===== src/rtl/alu_pkg.sv =====
// Shared definitions for seq_alu: opcode map, FSM state encoding and the
// single-cycle datapath, evaluated at a fixed maximum width and truncated by the caller.
package alu_pkg;

    localparam int MAX_W = 64;

    localparam logic [3:0] OP_ADD  = 4'd0;
    localparam logic [3:0] OP_SUB  = 4'd1;
    localparam logic [3:0] OP_MUL  = 4'd2;
    localparam logic [3:0] OP_DIV  = 4'd3;
    localparam logic [3:0] OP_AND  = 4'd4;
    localparam logic [3:0] OP_OR   = 4'd5;
    localparam logic [3:0] OP_XOR  = 4'd6;
    localparam logic [3:0] OP_NOT  = 4'd7;
    localparam logic [3:0] OP_SHR  = 4'd8;
    localparam logic [3:0] OP_SHL  = 4'd9;
    localparam logic [3:0] OP_EQ   = 4'd10;
    localparam logic [3:0] OP_GT   = 4'd11;
    localparam logic [3:0] OP_LT   = 4'd12;
    localparam logic [3:0] OP_NE   = 4'd13;
    localparam logic [3:0] OP_BSET = 4'd14;
    localparam logic [3:0] OP_BCLR = 4'd15;

    typedef enum logic [1:0] {
        IDLE = 2'd0,
        MUL  = 2'd1,
        DIV  = 2'd2
    } state_t;

    typedef struct packed {
        logic [MAX_W-1:0] result;
        logic             carry;
        logic             negative;
        logic             overflow;
        logic             zero;
    } alu_res_t;

    // Operands arrive zero-extended to MAX_W; width marks where the real MSB sits.
    function automatic alu_res_t single_op(input logic [3:0]       op,
                                           input logic [MAX_W-1:0] a,
                                           input logic [MAX_W-1:0] b,
                                           input int unsigned      width);
        logic [MAX_W:0]   sum;
        logic [MAX_W-1:0] bit_mask;
        logic             in_range;
        alu_res_t         r;
        r        = '0;
        sum      = {1'b0, a} + {1'b0, b};
        in_range = b < MAX_W'(width);
        bit_mask = MAX_W'(1) << b;
        case (op)
            OP_ADD: begin
                r.result = sum[MAX_W-1:0];
                r.carry  = (sum >> width) != '0;
            end
            OP_SUB: begin
                r.result   = a - b;
                r.negative = b > a;
            end
            OP_AND:  r.result = a & b;
            OP_OR:   r.result = a | b;
            OP_XOR:  r.result = a ^ b;
            OP_NOT:  r.result = ~a;
            OP_SHR: begin
                r.result = a >> 1;
                r.carry  = a[0];
            end
            OP_SHL: begin
                r.result = a << 1;
                r.carry  = (a >> (width - 1)) != '0;
            end
            OP_EQ:   r.result = MAX_W'(a == b);
            OP_GT:   r.result = MAX_W'(a > b);
            OP_LT:   r.result = MAX_W'(a < b);
            OP_NE:   r.result = MAX_W'(a != b);
            OP_BSET: r.result = in_range ? (a | bit_mask) : a;
            OP_BCLR: r.result = in_range ? (a & ~bit_mask) : a;
            OP_DIV: begin
                // Only reached for b == 0; a nonzero divisor goes to the iterative unit.
                r.result = '1;
                r.zero   = 1'b1;
            end
            default: r = '0;
        endcase
        return r;
    endfunction

endpackage


===== src/rtl/seq_muldiv.sv =====
// Iterative unsigned multiplier / restoring divider, one bit per cycle, MSB first.
// done is combinational on the last iteration so the caller can load the result on that edge.
module seq_muldiv #(
    parameter int WIDTH = 8,
    parameter int CNTW  = $clog2(WIDTH)
) (
    input  logic             clk,
    input  logic             rst,
    input  logic             start,
    input  logic             is_div,
    input  logic [WIDTH-1:0] a,
    input  logic [WIDTH-1:0] b,
    output logic             busy,
    output logic             done,
    output logic [WIDTH-1:0] prod_quot,
    output logic             overflow
);

    logic [WIDTH-1:0]   a_q, a_d, b_q, b_d;
    logic [2*WIDTH-1:0] acc_q, acc_d;
    logic [CNTW-1:0]    cnt_q, cnt_d;
    logic               busy_q, busy_d;
    logic               is_div_q, is_div_d;
    logic [WIDTH:0]     trial, diff;

    always_comb begin
        a_d      = a_q;
        b_d      = b_q;
        acc_d    = acc_q;
        cnt_d    = cnt_q;
        busy_d   = busy_q;
        is_div_d = is_div_q;
        // Division: acc upper half is the partial remainder, lower half the quotient.
        trial    = {acc_q[2*WIDTH-1:WIDTH], a_q[cnt_q]};
        diff     = trial - {1'b0, b_q};
        if (start) begin
            a_d      = a;
            b_d      = b;
            acc_d    = '0;
            cnt_d    = CNTW'(WIDTH - 1);
            busy_d   = 1'b1;
            is_div_d = is_div;
        end else if (busy_q) begin
            if (is_div_q) begin
                if (!diff[WIDTH]) begin
                    acc_d = {diff[WIDTH-1:0], acc_q[WIDTH-2:0], 1'b1};
                end else begin
                    acc_d = {trial[WIDTH-1:0], acc_q[WIDTH-2:0], 1'b0};
                end
            end else begin
                acc_d = {acc_q[2*WIDTH-2:0], 1'b0}
                      + (b_q[cnt_q] ? {{WIDTH{1'b0}}, a_q} : '0);
            end
            cnt_d = cnt_q - CNTW'(1);
            if (cnt_q == '0) begin
                busy_d = 1'b0;
            end
        end
    end

    always_ff @(posedge clk) begin
        if (rst) begin
            busy_q <= 1'b0;
            cnt_q  <= '0;
        end else begin
            busy_q <= busy_d;
            cnt_q  <= cnt_d;
        end
        // NOTE: operand and accumulator registers carry no reset; they are reloaded
        // on every start and nothing observes them while busy_q is low.
        a_q      <= a_d;
        b_q      <= b_d;
        acc_q    <= acc_d;
        is_div_q <= is_div_d;
    end

    assign busy      = busy_q;
    assign done      = busy_q && (cnt_q == '0);
    assign prod_quot = acc_d[WIDTH-1:0];
    assign overflow  = |acc_d[2*WIDTH-1:WIDTH];

endmodule


===== src/rtl/seq_alu.sv =====
// Registered 16-op ALU with valid/ready on both sides; mul/div are delegated to
// seq_muldiv, everything else completes on the accepting edge.
module seq_alu
    import alu_pkg::*;
#(
    parameter int WIDTH = 8,
    parameter int IDXW  = $clog2(WIDTH)
) (
    input  logic             clk,
    input  logic             rst,
    input  logic             in_valid,
    output logic             in_ready,
    input  logic [WIDTH-1:0] a,
    input  logic [WIDTH-1:0] b,
    input  logic [3:0]       op,
    output logic             out_valid,
    input  logic             out_ready,
    output logic [WIDTH-1:0] result,
    output logic             carry,
    output logic             negative,
    output logic             overflow,
    output logic             zero
);

    state_t           state_q, state_d;
    logic             out_valid_q, out_valid_d;
    logic [WIDTH-1:0] result_q, result_d;
    logic             carry_q, carry_d, negative_q, negative_d;
    logic             overflow_q, overflow_d, zero_q, zero_d;
    logic             accept, md_start, md_busy, md_done, md_ovf;
    logic [WIDTH-1:0] md_res;
    alu_res_t         sc;

    seq_muldiv #(.WIDTH(WIDTH), .CNTW(IDXW)) u_muldiv (
        .clk       (clk),
        .rst       (rst),
        .start     (md_start),
        .is_div    (op == OP_DIV),
        .a         (a),
        .b         (b),
        .busy      (md_busy),
        .done      (md_done),
        .prod_quot (md_res),
        .overflow  (md_ovf)
    );

    always_comb begin
        // NOTE: every signal gets a default before the case so no path infers a latch.
        state_d     = state_q;
        out_valid_d = out_valid_q && !out_ready;
        result_d    = result_q;
        carry_d     = carry_q;
        negative_d  = negative_q;
        overflow_d  = overflow_q;
        zero_d      = zero_q;
        sc          = single_op(op, MAX_W'(a), MAX_W'(b), WIDTH);
        in_ready    = (state_q == IDLE) && !md_busy && (!out_valid_q || out_ready);
        accept      = in_valid && in_ready;
        md_start    = accept && ((op == OP_MUL) || ((op == OP_DIV) && (b != '0)));
        case (state_q)
            IDLE: begin
                if (md_start) begin
                    state_d = (op == OP_MUL) ? MUL : DIV;
                end else if (accept) begin
                    out_valid_d = 1'b1;
                    result_d    = sc.result[WIDTH-1:0];
                    carry_d     = sc.carry;
                    negative_d  = sc.negative;
                    overflow_d  = sc.overflow;
                    zero_d      = sc.zero;
                end
            end
            MUL, DIV: begin
                if (md_done) begin
                    state_d     = IDLE;
                    out_valid_d = 1'b1;
                    result_d    = md_res;
                    carry_d     = 1'b0;
                    negative_d  = 1'b0;
                    overflow_d  = (state_q == MUL) && md_ovf;
                    zero_d      = 1'b0;
                end
            end
            default: state_d = IDLE;
        endcase
    end

    // NOTE: state registers use non-blocking assignments so every flop samples
    // pre-edge values regardless of statement order.
    always_ff @(posedge clk) begin
        if (rst) begin
            state_q     <= IDLE;
            out_valid_q <= 1'b0;
            result_q    <= '0;
            carry_q     <= 1'b0;
            negative_q  <= 1'b0;
            overflow_q  <= 1'b0;
            zero_q      <= 1'b0;
        end else begin
            state_q     <= state_d;
            out_valid_q <= out_valid_d;
            result_q    <= result_d;
            carry_q     <= carry_d;
            negative_q  <= negative_d;
            overflow_q  <= overflow_d;
            zero_q      <= zero_d;
        end
    end

    assign out_valid = out_valid_q;
    assign result    = result_q;
    assign carry     = carry_q;
    assign negative  = negative_q;
    assign overflow  = overflow_q;
    assign zero      = zero_q;

endmodule


===== config.mk =====
export PLATFORM = sky130hd
export DESIGN_NAME = seq_alu
export DESIGN_NICKNAME = d
export VERILOG_FILES = /design/src/rtl/alu_pkg.sv /design/src/rtl/seq_muldiv.sv /design/src/rtl/seq_alu.sv
export SDC_FILE = /design/constraint.sdc
export NUM_CORES = 1
export LEC_CHECK = 0
export ABC_AREA = 1
export BUFFER_PORTS_ARGS = -buffer_cell sky130_fd_sc_hd__buf_2
export CORE_MARGIN = 2
export CORE_UTILIZATION = 52
export CTS_BUF_LIST = sky130_fd_sc_hd__clkbuf_16
export DETAILED_ROUTE_END_ITERATION = 10
export PLACE_DENSITY = 0.7
export RECOVER_POWER = 25
export SYNTH_ARGS = -nofsm -noshare
export SYNTH_HDL_FRONTEND = slang
export SYNTH_SLANG_ARGS = --single-unit

===== constraint.sdc =====
create_clock -name clk -period 3.2 [get_ports clk]
set_input_delay 0.16 -clock clk [delete_from_list [all_inputs] [get_ports clk]]
set_output_delay 0.16 -clock clk [all_outputs]
set_load 0.05 [all_outputs]

# Word-level counts from Yosys, hierarchy flattened
# Cells that the tools add are included.
# word_totals
reg_bits	52
latch_bits	0
ram_bits	0
romBits	0
inputBits	24
wordCells	124
n_memories	0
# op_classes
addsub	5
mul	0
div_mod_pow	0
n_lt_le_gt_ge	5
n_eq_ne	23
shift	1
mux	46
bitwise_logic	7
n_reduce_logical	24
# op_table
cell	count
$pmux W8 S15	1
$reduce_bool A65 Y1	1
$mux W16	4
$mux W8	6
$eq A4 B4 Y1 const B	8
$mux W1	20
$add A16 B16 Y16	1
$and A8 B8 Y8	2
$eq A4 B3 Y1 const B	4
$gt A8 B8 Y1	2
$not A8 Y8	2
$or A8 B8 Y8	2
$pmux W8 S2	1
$pmux W1 S2	5
$add A8 B8 Y9	1
$sub A9 B8 Y9	1
$eq A4 B2 Y1 const B	2
$eq A8 B8 Y1	1
$logic_and A1 B1 Y1	8
$lt A8 B4 Y1 const B	1
$lt A8 B8 Y1	1
$ne A2 B2 Y1 const B	4
$ne A8 B8 Y1	1
$reduce_bool A8 Y1	1
23 further kinds	31

# Longest topological paths before layout
# Gate-level depths: netlist of run 1.
# depth
depth_word	11
depth_mapped	26

# Cells and area by module
# A second synthesis of run 1 with hierarchy kept.
# hier_totals
hier_cells	946
area_unflattened_um2	5780.5
# by_module_without_submodules
module	instances	cells_each	area_per_inst_um2	seq_area_each_um2
seq_muldiv	1	448	2959.1	910.9
seq_alu	1	498	2821.5	300.3

# Worst setup path after synthesis of run 1
# OpenSTA, ideal clock, no wires.
# synth_path
path_kind	flip-flop to flip-flop
startpoint	register u_muldiv.cnt_q[0]
endpoint	register overflow_q (netlist: overflow)
setup_time_ns	0.115
t_arrival_ns	2.575
slack_ns	0.510
stages_incl_launch_ff	25
n_path_buf	1
path_cell_list	dfxtp_1 buf_2 nand2_1 o211ai_1 nand2_1 nand2_1 nand2_1 inv_1 ha_1 inv_1 fa_1 nand2_1 nand2_1 nand3_1 nand2_1 nand2_1 nand2_1 nand2_1 nand3_1 a21oi_1 nand2_1 nor2_1 nand2_1 nand2_1 a21oi_2
# synth_between
elab_chain_cells	11
word_cells_on_any_way	19
cone_classes	2 x add/sub; 1 x eq/ne; 11 x mux; 5 x reduce/logical
# synth_lines
item	line_no	source
start, declared	seq_muldiv.sv:21	logic [CNTW-1:0] cnt_q, cnt_d;
start signal, assigned	seq_muldiv.sv:67	cnt_q <= cnt_d;
$bmux W1 S3 (on tied branches)	seq_muldiv.sv:52, seq_muldiv.sv:34	
$mux W1 (on tied branches)	seq_muldiv.sv:52, seq_muldiv.sv:34	
$mux W8 or $sub A9 B8 Y9 (tied branches)	seq_muldiv.sv:52, seq_muldiv.sv:35	
$add A16 B16 Y16 or $mux W16 (tied branches)	seq_muldiv.sv:52, seq_muldiv.sv:45	
$mux W16	seq_muldiv.sv:44	if (is_div_q) begin
$mux W16	seq_muldiv.sv:43	end else if (busy_q) begin
$mux W16	seq_muldiv.sv:36	if (start) begin
$reduce_or A8 Y1	seq_muldiv.sv:80	assign overflow = |acc_d[2*WIDTH-1:WIDTH];
$logic_and A1 B1 Y1	seq_alu.sv:80	overflow_d = (state_q == MUL) && md_ovf;
$mux W1	seq_alu.sv:74	if (md_done) begin
$pmux W1 S2	seq_alu.sv:60	case (state_q)
end signal, assigned	seq_alu.sv:105	overflow_q <= overflow_d;
end, declared	seq_alu.sv:29	logic overflow_q, overflow_d, zero_q, zero_d;
# Parallel ways exist; a longest one is shown, timed or not. The select of a mux whose other input is x is not followed.
# A chain may end at the register's enable or synchronous reset.

# Worst setup path after layout of run 1
# Ends and elaborated chain as after synthesis.

==> impl_results.md, run 1 <==
- Startpoint Class: register
- Total power divided by cell area: 647 nW/um^2
- GRT met2 Usage: approximately 51%
- Post-Syn Area: between 5000 and 6000 um^2
- Endpoints failing setup: 0
- Setup TNS Final: 0 ps
- Number of synthesized flops with an enable pin: 17
- Post-layout power: between 3 and 4 mW
- Root Driver: clkbuf_16
- RSZ-0062 raised after global routing: false
- CTS sink count: 52
- Die width: between 100 and 150 um
- DR iter-0 viols: just over 300
- CP Capture Type: register
- Hold WS: between 100 and 150 ps
- Sequential area share after synthesis: 23.7%
- Most common cell in the netlist: nand2_1
- Hold crit path type: in2reg
- Clk buf depth: 2
- Worst EP required: roughly 3400 ps
- Buffers on Ports: 37
- Area grow syn2layout: 8.80%
- GR Util met1: a little under two fifths
- Largest net degree at the start of global routing: 25
- Worst slew margin: 53.9%
- Via count: 5,368
- Fin area: between 5000 and 6000 um^2
- Worst skew pair latency: 290 ps
- Worst-margin pin slew: between 600 and 700 ps
- First-pass GRT wire length: around 24,000 um
- Leak pwr: 2.67 nW
- Most used cell, CP: nand2_1
- Max-cap violations: 0
- Die ar.: roughly 11,000 um^2
- Htree depth: 2
- Global-route total usage across every layer: slightly below 30%
- RR Endpoint: overflow$_SDFFE_PP0P_
- Pre-CTS WS: around 130 ps
- Hold Path Cell Cnt: 1
- Crit-path cells: inv_1 -> o21ai_0 -> nand3_1 -> nand2_2 -> nor2_1 -> ha_1 -> fa_1 -> nand2_1 -> nand3_1 -> nand3_1 -> nand2_1 -> nand3_1 -> nand3_1 -> nand2_1 -> nor2_1 -> nor2_1 -> nand2_1 -> nor2_1 -> nand2_1 -> nand2_1 -> a21oi_2
- Cells after synthesis: approximately 800
- Top post-synthesis cells by area: nand2_1 15%, dfxtp_1 14%, ha_1 11%, edfxtp_1 10%, inv_1 9.2%
- Fin nets: roughly 890
- GRT busiest layer: met2
- Top Ports: 38
- Final setup margin: between 200 and 250 ps
- Maximum vdd drop: ~0.38 mV
- Drt first pass iters: 5
- Seq cells post-synth: 52
- Commonest cells in the netlist: 198 x nand2_1, 125 x inv_1, 69 x nand3_1, 67 x nor2_1, 53 x a21oi_1
- Met3 global-route usage: ~2.8%
- Cts-stage hold buffer count: 0
- DRT antenna net count: 0
- Die H: between 100 and 150 um
- Max Clk Rate: between 0.3 and 0.4 GHz
- Crit path time final: slightly below 3000 ps
- DP Area: between 5000 and 6000 um^2
- Worst-path fanout max: 8
- Main synth FF type: dfxtp_1
- Vias per cell: roughly 5.6
- Initial antenna violation count: 0
- Starting Density: between 50% and 60%
- DR DRC count: 0
- Routability cong.: 0.988
- Worst path slowest cell: fa_1
- Fin. Hold Viols: 0
- Worst R2R Setup Slack: ~230 ps
- Antenna diodes: 0
- Gr ovfl total: 0
- Count of cell types in the netlist: 55
- Post-Syn Nets: around 860
- Crit path kind: reg2reg
- Row count: 36
- Fin crit share: about 93%
- Max stage delay on crit path: approximately 440 ps
- Worst-path clk slew: 70 ps
- Core Area: about 9600 um^2
- Layout cells sized above 1: around 10%
- Reg2reg start: u_muldiv.cnt_q[0]$_SDFFE_PP0P_
- Asr flop ratio synth: 0%
- Clock Skew: about 12 ps
- Post-Route WL: approximately 15,000 um
- Fillers: between 1,000 and 1,500
- Wire per inst: around 16 um
- R2r worst-path depth: 21
- Synthesized area per cell: ~6.5 um^2
- Status: complete, no violations
- Worst Path Arrival: between 3000 and 4000 ps
- Synth top area share: around 15%
- Cell taking the most area after synthesis: nand2_1
- Total CTS buffers: 5
- Setup Fix Bufs, Post-CTS: 0
- Slew Limit Fails: 0
- Vias in the first global route: 4,890
- Hold_sp: b[6]
- Reg area: 1210 um^2
- CTS tree: built
- Yosys warning count: 0
- Multi-input logic area: approximately 3400 um^2
- WHS Endpoint: u_muldiv.b_q[6]$_DFFE_PP_
- DP HPWL: approximately 12,000 um
==> sequential cells by signal (all words and copies together) (netlist names) <==
signal and flops:
u_muldiv.acc_q 16, result 8, u_muldiv.a_q 8, u_muldiv.b_q 8, u_muldiv.cnt_q 3, state_q 2
carry 1, negative 1, out_valid 1, overflow 1, u_muldiv.busy 1, u_muldiv.is_div_q 1
zero 1
==> report_power, final <==
group | switching (mW) | internal [mW]
Combinational | 1.37 | 0.673
Clock | 0.225 | 0.284
Sequential | 0.202 | 0.843
Total | 1.79 | 1.80
==> through the flow <==
step | util [%] | std cells
floorplan | - | 784
global placement | 55.9 | 943
detailed placement | 55.9 | 943
CTS | 57.3 | 951
global route | 57.6 | 951
finish | 57.6 | 951
==> worst max-delay path by stage <==
stage	depth (start not counted)	start	endpoint
2_1_floorplan	24	u_muldiv.cnt_q[0]$_SDFFE_PP0P_	overflow$_SDFFE_PP0P_
3_3_place_gp	24	u_muldiv.cnt_q[0]$_SDFFE_PP0P_	overflow$_SDFFE_PP0P_
3_5_place_dp	24	u_muldiv.cnt_q[0]$_SDFFE_PP0P_	overflow$_SDFFE_PP0P_
4_1_cts	24	u_muldiv.cnt_q[0]$_SDFFE_PP0P_	overflow$_SDFFE_PP0P_
5_1_grt	24	u_muldiv.cnt_q[0]$_SDFFE_PP0P_	overflow$_SDFFE_PP0P_
6_report	21	u_muldiv.cnt_q[0]$_SDFFE_PP0P_	overflow$_SDFFE_PP0P_
==> what timing repair did <==
| action | CTS | global route |
|---|---|---|
| endpoints found under the hold margin | 0 | 0 |
| setup endpoints to repair | 0 | 5 |
| gates resized for setup | 0 | 18 |
==> placed cells by master (no fill, tap or decap), drive strengths merged <==
master	Yosys	final
and2	2	2
nor3	9	9
dfxtp	35	35
nand4	9	9
inv	131	131
a22o	1	1
edfxtp	17	17
nand2	206	206
o21ai	47	47
a211oi	5	5
a21boi	1	1
o21a	1	1
o31a	1	1
a31oi	5	5
nand3b	4	4
nor2	73	73
xor2	4	4
o21bai	2	2
a2111oi	1	1
clkinv	1	4
o211ai	8	8
or2	5	5
buf	7	20
o22ai	11	11
a21oi	58	58
ha	44	44
nand3	71	71
nor4	4	4
o2111ai	2	2
o221ai	4	4
clkbuf	6	24
fa	4	4
xnor2	3	3
a221oi	2	2
==> layer usage <==
metal | vias up | wire (um)
li1 | 2649 | -
met1 | 2473 | 6420
met2 | 209 | 7300
met3 | 37 | 890
met4 | 0 | 536
met5 | - | 0
==> critical path, delay by kind of cell, from the launching register on <==
| kind | cells | cell delay [ps] |
|---|---|---|
| simple gates | 16 | 1450 |
| flops | 1 | 360 |
| fa+ha+maj | 2 | 660 |
| compound gates | 2 | 280 |
| buf+inv | 1 | 110 |
==> layout make-up <==
cell class,count,share of cell area (%)
Clock buffer,5,2.25
Sequential cell,52,21.9
Inverter,132,8.92
Tap cell,133,3.00
Multi-Input combinational cell,587,60.5
Timing Repair Buffer,39,3.25
Clock inverter,3,0.248
==> kinds of logic after synthesis <==
logic type      after synthesis  synth area share (%)
compound gates              149                  17.6
simple gates                383                  33.8
flops                        52                  23.7
fa+ha+maj                    48                  12.4
xor+xnor                      7                  1.20
buf+inv                     145                  11.3
(Power assumes the default switching activity.)
==> run 2: changes to the inputs <==
--- a/config.mk
+++ b/config.mk
@@ -9,7 +9,6 @@
 export BUFFER_PORTS_ARGS = -buffer_cell sky130_fd_sc_hd__buf_2
 export CORE_MARGIN = 2
 export CORE_UTILIZATION = 52
-export CTS_BUF_LIST = sky130_fd_sc_hd__clkbuf_16
 export DETAILED_ROUTE_END_ITERATION = 10
 export PLACE_DENSITY = 0.7
 export RECOVER_POWER = 25
==> impl_results.md, run 2 (synthesis results as in run 1) <==
- Met3 global-route usage: around 3.1%
- Finished Core Util: a little under three fifths
- Starting Density: about 53%
- Status: complete, no violations
- Wire per inst: ~16 um
- Max Clk Rate: about 0.34 GHz
- Worst skew pair latency: between 300 and 400 ps
- Area grow syn2layout: 7.95%
- Drt first pass iters: 5
- Reg2reg start: u_muldiv.cnt_q[0]$_SDFFE_PP0P_
- Fin nets: between 800 and 900
- Worst-path clk slew: ~90 ps
- Initial antenna violation count: 0
- Layout cells sized above 1: 9.90%
- Startpoint Class: register
- Most frequent cells in the layout: 193 x nand2_1, 125 x inv_1, 66 x nand3_1, 66 x nor2_1, 52 x a21oi_1
- CP Capture Type: register
- Fin crit share: ~93%
- Die H: about 100 um
- Vias per cell: about 5.6
- Post-Route WL: 15,100 um
- Total CTS buffers: 5
- Antenna diodes: 0
- Hold crit path type: in2reg
- Hold WS: 114 ps
- Clock Skew: approximately 15 ps
- Hold_sp: b[6]
- Fin. Hold Viols: 0
- Hold Path Cell Cnt: 1
- Placed Cells: 943
- Total power divided by cell area: roughly 630 nW/um^2
- Flop pwr share: 30.2%
- Max FFs per register: 16
- Cts-stage hold buffer count: 0
- Setup Fix Bufs, Post-CTS: 0
- Htree depth: 2
- Clk network pwr share: 10.4%
- DRT antenna net count: 0
- Die width: 103 um
- Setup TNS Final: 0 ps
- RSZ-0062 raised after global routing: true
- Worst EP required: around 3400 ps
- Die ar.: 10,600 um^2
- Gr ovfl total: 0
- Global-route total usage across every layer: 29.3%
- CTS tree: built
- Internal power: around 1.7 mW
- Largest net degree at the start of global routing: 25
- Worst Path Arrival: about 3200 ps
- Buffers on Ports: 37
- Maximum vdd drop: between 0.3 and 0.4 mV
- Slew Limit Fails: 0
- Via count: 5,358
- DR DRC count: 0
- CTS sink count: 52
- RR Endpoint: overflow$_SDFFE_PP0P_
- Endpoints failing setup: 0
- Sw Share: about half
- Most common cell after layout, fill and taps aside: nand2_1
- P_sw: approximately 1.8 mW
- Combinational share of power: between 50% and 60%
- First-pass GRT wire length: between 20,000 and 25,000 um
- DR iter-0 viols: 273
- Top reg by flops: u_muldiv.acc_q
- Worst R2R Setup Slack: between 200 and 250 ps
- GRT busiest layer: met2
- Clk buf depth: 2
- Max-cap violations: 0
- Worst-path fanout max: 8
- Final instance count without filler cells: around 950
- Worst-margin pin slew: roughly 710 ps
- Crit path kind: reg2reg
- Row count: 36
- Crit path time final: a little under 3000 ps
- PostCTS Resize Cnt: 0
- WHS Endpoint: u_muldiv.b_q[6]$_DFFE_PP_
- Routability cong.: roughly 0.99
- Core Area: slightly below 10,000 um^2
- GR Util met1: a little under two fifths
- Leak pwr: ~2.6 nW
- Vias in the first global route: just under 5,000
- DP HPWL: between 10,000 and 15,000 um
- R2r worst-path depth: 21
- Top Ports: 38
- GRT met2 Usage: between 50 and 60%
- Worst slew margin: 52.3%
- Root Driver: clkbuf_8
run 2: layout make-up:
cell class                 count  area, um^2
clock buffer                   5        68.8
clock inverter                 3        13.8
fill                        1026        4130
inverter                     132         495
multi-input combinational    587        3370
sequential                    52        1210
tap                          133         166
timing repair buffer          39         180
run 2: layer usage:
layer,part of all wire [%],routed length [um]
met4,3.4,516
met1,42,6420
met3,5.9,890
met5,0,0
met2,48,7310
run 2: power by group through the flow:
| stage | clock network, mW | logic (mW) | registers (mW) |
|---|---|---|---|
| global route | 0.402 | 2.29 | 1.07 |
| finish | 0.361 | 2.05 | 1.05 |
| floorplan | 0 | 1.45 | 1.10 |
| global placement | 0 | 1.94 | 1.05 |
| detailed placement | 0 | 1.97 | 1.05 |
| CTS | 0.376 | 1.99 | 1.04 |
run 2: through the flow:
stage	worst slack (ps)	total power, mW	area [um^2]
2_1_floorplan	510	2.55	5100
3_3_place_gp	198	2.98	5390
3_5_place_dp	127	3.03	5390
4_1_cts	97.9	3.40	5470
5_1_grt	-22.5	3.76	5510
6_report	237	3.46	5510
run 2: worst max path at each step:
stage                            end  cells after the start                            from
2_1_floorplan  overflow$_SDFFE_PP0P_                     24  u_muldiv.cnt_q[0]$_SDFFE_PP0P_
3_3_place_gp   overflow$_SDFFE_PP0P_                     24  u_muldiv.cnt_q[0]$_SDFFE_PP0P_
3_5_place_dp   overflow$_SDFFE_PP0P_                     24  u_muldiv.cnt_q[0]$_SDFFE_PP0P_
4_1_cts        overflow$_SDFFE_PP0P_                     24  u_muldiv.cnt_q[0]$_SDFFE_PP0P_
5_1_grt        overflow$_SDFFE_PP0P_                     24  u_muldiv.cnt_q[0]$_SDFFE_PP0P_
6_report       overflow$_SDFFE_PP0P_                     21  u_muldiv.cnt_q[0]$_SDFFE_PP0P_
run 2: worst max-delay path, cell delays in order (launching register included):
cell     delay, ps
dfxtp_2        370
inv_1          100
o21ai_0        220
nand3_1        150
nand2_2        180
nor2_1          60
ha_1           220
fa_1           440
nand2_1        120
nand3_1         80
nand3_1         80
nand2_1        100
nand3_1         80
nand3_1         70
nand2_1         70
nor2_1          40
nor2_1         130
nand2_1         60
nor2_1         100
nand2_1         60
nand2_1         70
a21oi_2         50
==> run 3: changes to the inputs <==
--- a/config.mk
+++ b/config.mk
@@ -6,7 +6,8 @@
 export NUM_CORES = 1
 export LEC_CHECK = 0
 export ABC_AREA = 1
-export BUFFER_PORTS_ARGS = -buffer_cell sky130_fd_sc_hd__buf_2
+export BUFFER_PORTS_ARGS = -buffer_cell sky130_fd_sc_hd__buf_4
+export CORE_ASPECT_RATIO = 1.75
 export CORE_MARGIN = 2
 export CORE_UTILIZATION = 52
 export DETAILED_ROUTE_END_ITERATION = 10
==> impl_results.md, run 3 (synthesis results as in run 1) <==
- Max-cap violations: 0
- Setup TNS Final: 0 ps
- Total CTS buffers: 5
- Die width: 78.9 um
- Post-Route WL: around 17,000 um
- Maximum vdd drop: approximately 0.42 mV
- Vias per cell: between 5 and 6
- Worst-path fanout max: 6
- DP HPWL: about 14,000 um
- DR iter-0 viols: around 340
- Combinational share of power: 57.1%
- Endpoints failing setup: 0
- CP Capture Type: register
- Die H: between 100 and 150 um
- Leak pwr: 2.68 nW
- Fin area: 5590 um^2
- Hold crit path type: in2reg
- Reg2reg start: u_muldiv.a_q[3]$_DFFE_PP_
- Fin nets: between 800 and 900
- DR DRC count: 0
- Global-route total usage across every layer: approximately a third
- Worst-margin pin slew: a little over 800 ps
- Area grow syn2layout: 9.59%
- Pre-CTS WS: 31.6 ps
- RR Endpoint: result[0]$_SDFFE_PP0P_
- P_sw: 1.83 mW
- Drt first pass iters: 6
- Final setup margin: 179 ps
- Htree depth: 2
- Clock Skew: roughly 11 ps
- Status: complete, no violations
- Worst R2R Setup Slack: about 180 ps
- Flop pwr share: ~28%
- Startpoint Class: register
- Top reg by flops: u_muldiv.acc_q
- DP Area: around 5500 um^2
- Max FFs per register: 16
- Via count: approximately 5,400
- Gr ovfl total: 0
- Starting Density: a little over half
- Worst skew pair latency: roughly 300 ps
- Routability cong.: between 0.9 and 1
- Fin crit share: between 90 and 100%
- Internal power: around 1.8 mW
- Die ar.: about 11,000 um^2
- Most frequent cells in the layout: 194 x nand2_1, 122 x inv_1, 67 x nand3_1, 64 x nor2_1, 52 x a21oi_1
- Total power divided by cell area: around 650 nW/um^2
- Clk buf depth: 2
- DRT antenna net count: 0
- Vias in the first global route: roughly 5,300
- Row count: 47
- Hold_sp: rst
- WHS Endpoint: zero$_SDFFE_PP0P_
- Setup Fix Bufs, Post-CTS: 0
- Worst Path Arrival: approximately 3200 ps
- Hold WS: around 130 ps
- Worst slew margin: 44.2%
- R2r worst-path depth: 23
- Clk network pwr share: between 10% and 20%
- Hold Path Cell Cnt: 2
- Antenna diodes: 0
- Core Area: roughly 9500 um^2
- Initial antenna violation count: 0
- Crit path kind: reg2reg
- Sw Share: between 50% and 60%
- Root Driver: clkbuf_16
- Wire per inst: roughly 18 um
- Worst EP required: 3390 ps
- Largest net degree at the start of global routing: 23
- Max Clk Rate: 0.331 GHz
- Crit path time final: 3020 ps
- Fin. Hold Viols: 0
- CTS tree: built
- First-pass GRT wire length: 26,300 um
- Slew Limit Fails: 0
- Top Ports: 38
- Most common cell after layout, fill and taps aside: nand2_1
- CTS sink count: between 50 and 60
- Layout cells sized above 1: 10.5%
- Buffers on Ports: 37
- Worst-path clk slew: about 70 ps
==> run 3: changes by cell type in the layout (fill, tap and decap cells not counted), sizes merged <==
| cell | before | now |
|---|---|---|
| buf | 20 | 22 |
==> run 3: through the flow <==
| stage | power, mW | utilization [%] | instances |
|---|---|---|---|
| after global routing | 3.95 | 58.7 | 942 |
| after global placement | 3.05 | 57.5 | 934 |
| final | 3.66 | 58.7 | 942 |
| after detailed placement | 3.09 | 57.5 | 934 |
| after CTS | 3.63 | 59.0 | 942 |
| after floorplan | 2.55 | - | 784 |
==> run 3: worst max path at each step <==
stage | start | end | slack [ps] | cells past startpoint
after floorplan | u_muldiv.cnt_q[0]$_SDFFE_PP0P_ | overflow$_SDFFE_PP0P_ | 510 | 24
after detailed placement | u_muldiv.cnt_q[0]$_SDFFE_PP0P_ | overflow$_SDFFE_PP0P_ | 30 | 21
after CTS | u_muldiv.cnt_q[0]$_SDFFE_PP0P_ | overflow$_SDFFE_PP0P_ | 30 | 21
after global routing | u_muldiv.a_q[3]$_DFFE_PP_ | overflow$_SDFFE_PP0P_ | -20 | 24
after global placement | u_muldiv.cnt_q[0]$_SDFFE_PP0P_ | overflow$_SDFFE_PP0P_ | 110 | 21
final | u_muldiv.a_q[3]$_DFFE_PP_ | result[0]$_SDFFE_PP0P_ | 180 | 23
==> run 3: final cells by class <==
class | instances | area (um^2)
Inverter | 132 | 495
Clock buffer | 5 | 125
Timing Repair Buffer | 41 | 236
Sequential cell | 52 | 1220
Tap cell | 122 | 153
Clock inverter | 3 | 13.8
Multi-Input combinational cell | 587 | 3350
Fill cell | 999 | 3940
==> run 3: power groups by stage <==
stage                     Combinational (mW)  Sequential [mW]  Clock (mW)
final                                   2.09             1.04       0.530
after floorplan                         1.45             1.10           0
after CTS                               2.06             1.03       0.537
after global routing                    2.32             1.06       0.566
after detailed placement                2.04             1.05           0
after global placement                  2.01             1.04           0
==> run 3: worst max-delay path, stage by stage, from the launching register on <==
cell and delay, ps:
edfxtp_1 360, inv_1 130, nand2_1 60, o211ai_1 80
nand2_1 80, nand2_1 60, nand2_1 70, inv_1 60
ha_1 130, inv_1 50, fa_1 400, nand2_1 90
nand2_1 90, nand3_2 120, nand2_1 110, nand2_2 120
nand2_2 130, nand2_1 100, o21ai_0 100, a22o_1 260
nand2_1 100, nand2_1 70, a21oi_2 110, nor2_1 50
==> run 3: timing repair <==
action,CTS,global route
gates resized for setup,0,19
setup endpoints to repair,0,10
hold buffers,0,0
==> run 3: layer usage <==
layer | GRT usage [%] | vias up | part of all wire, %
li1 | - | 2647 | -
met1 | 31.0 | 2452 | 35
met2 | 63.7 | 188 | 55
met3 | 2.21 | 75 | 3.0
met4 | 21.4 | 0 | 7.8
met5 | 0 | - | 0
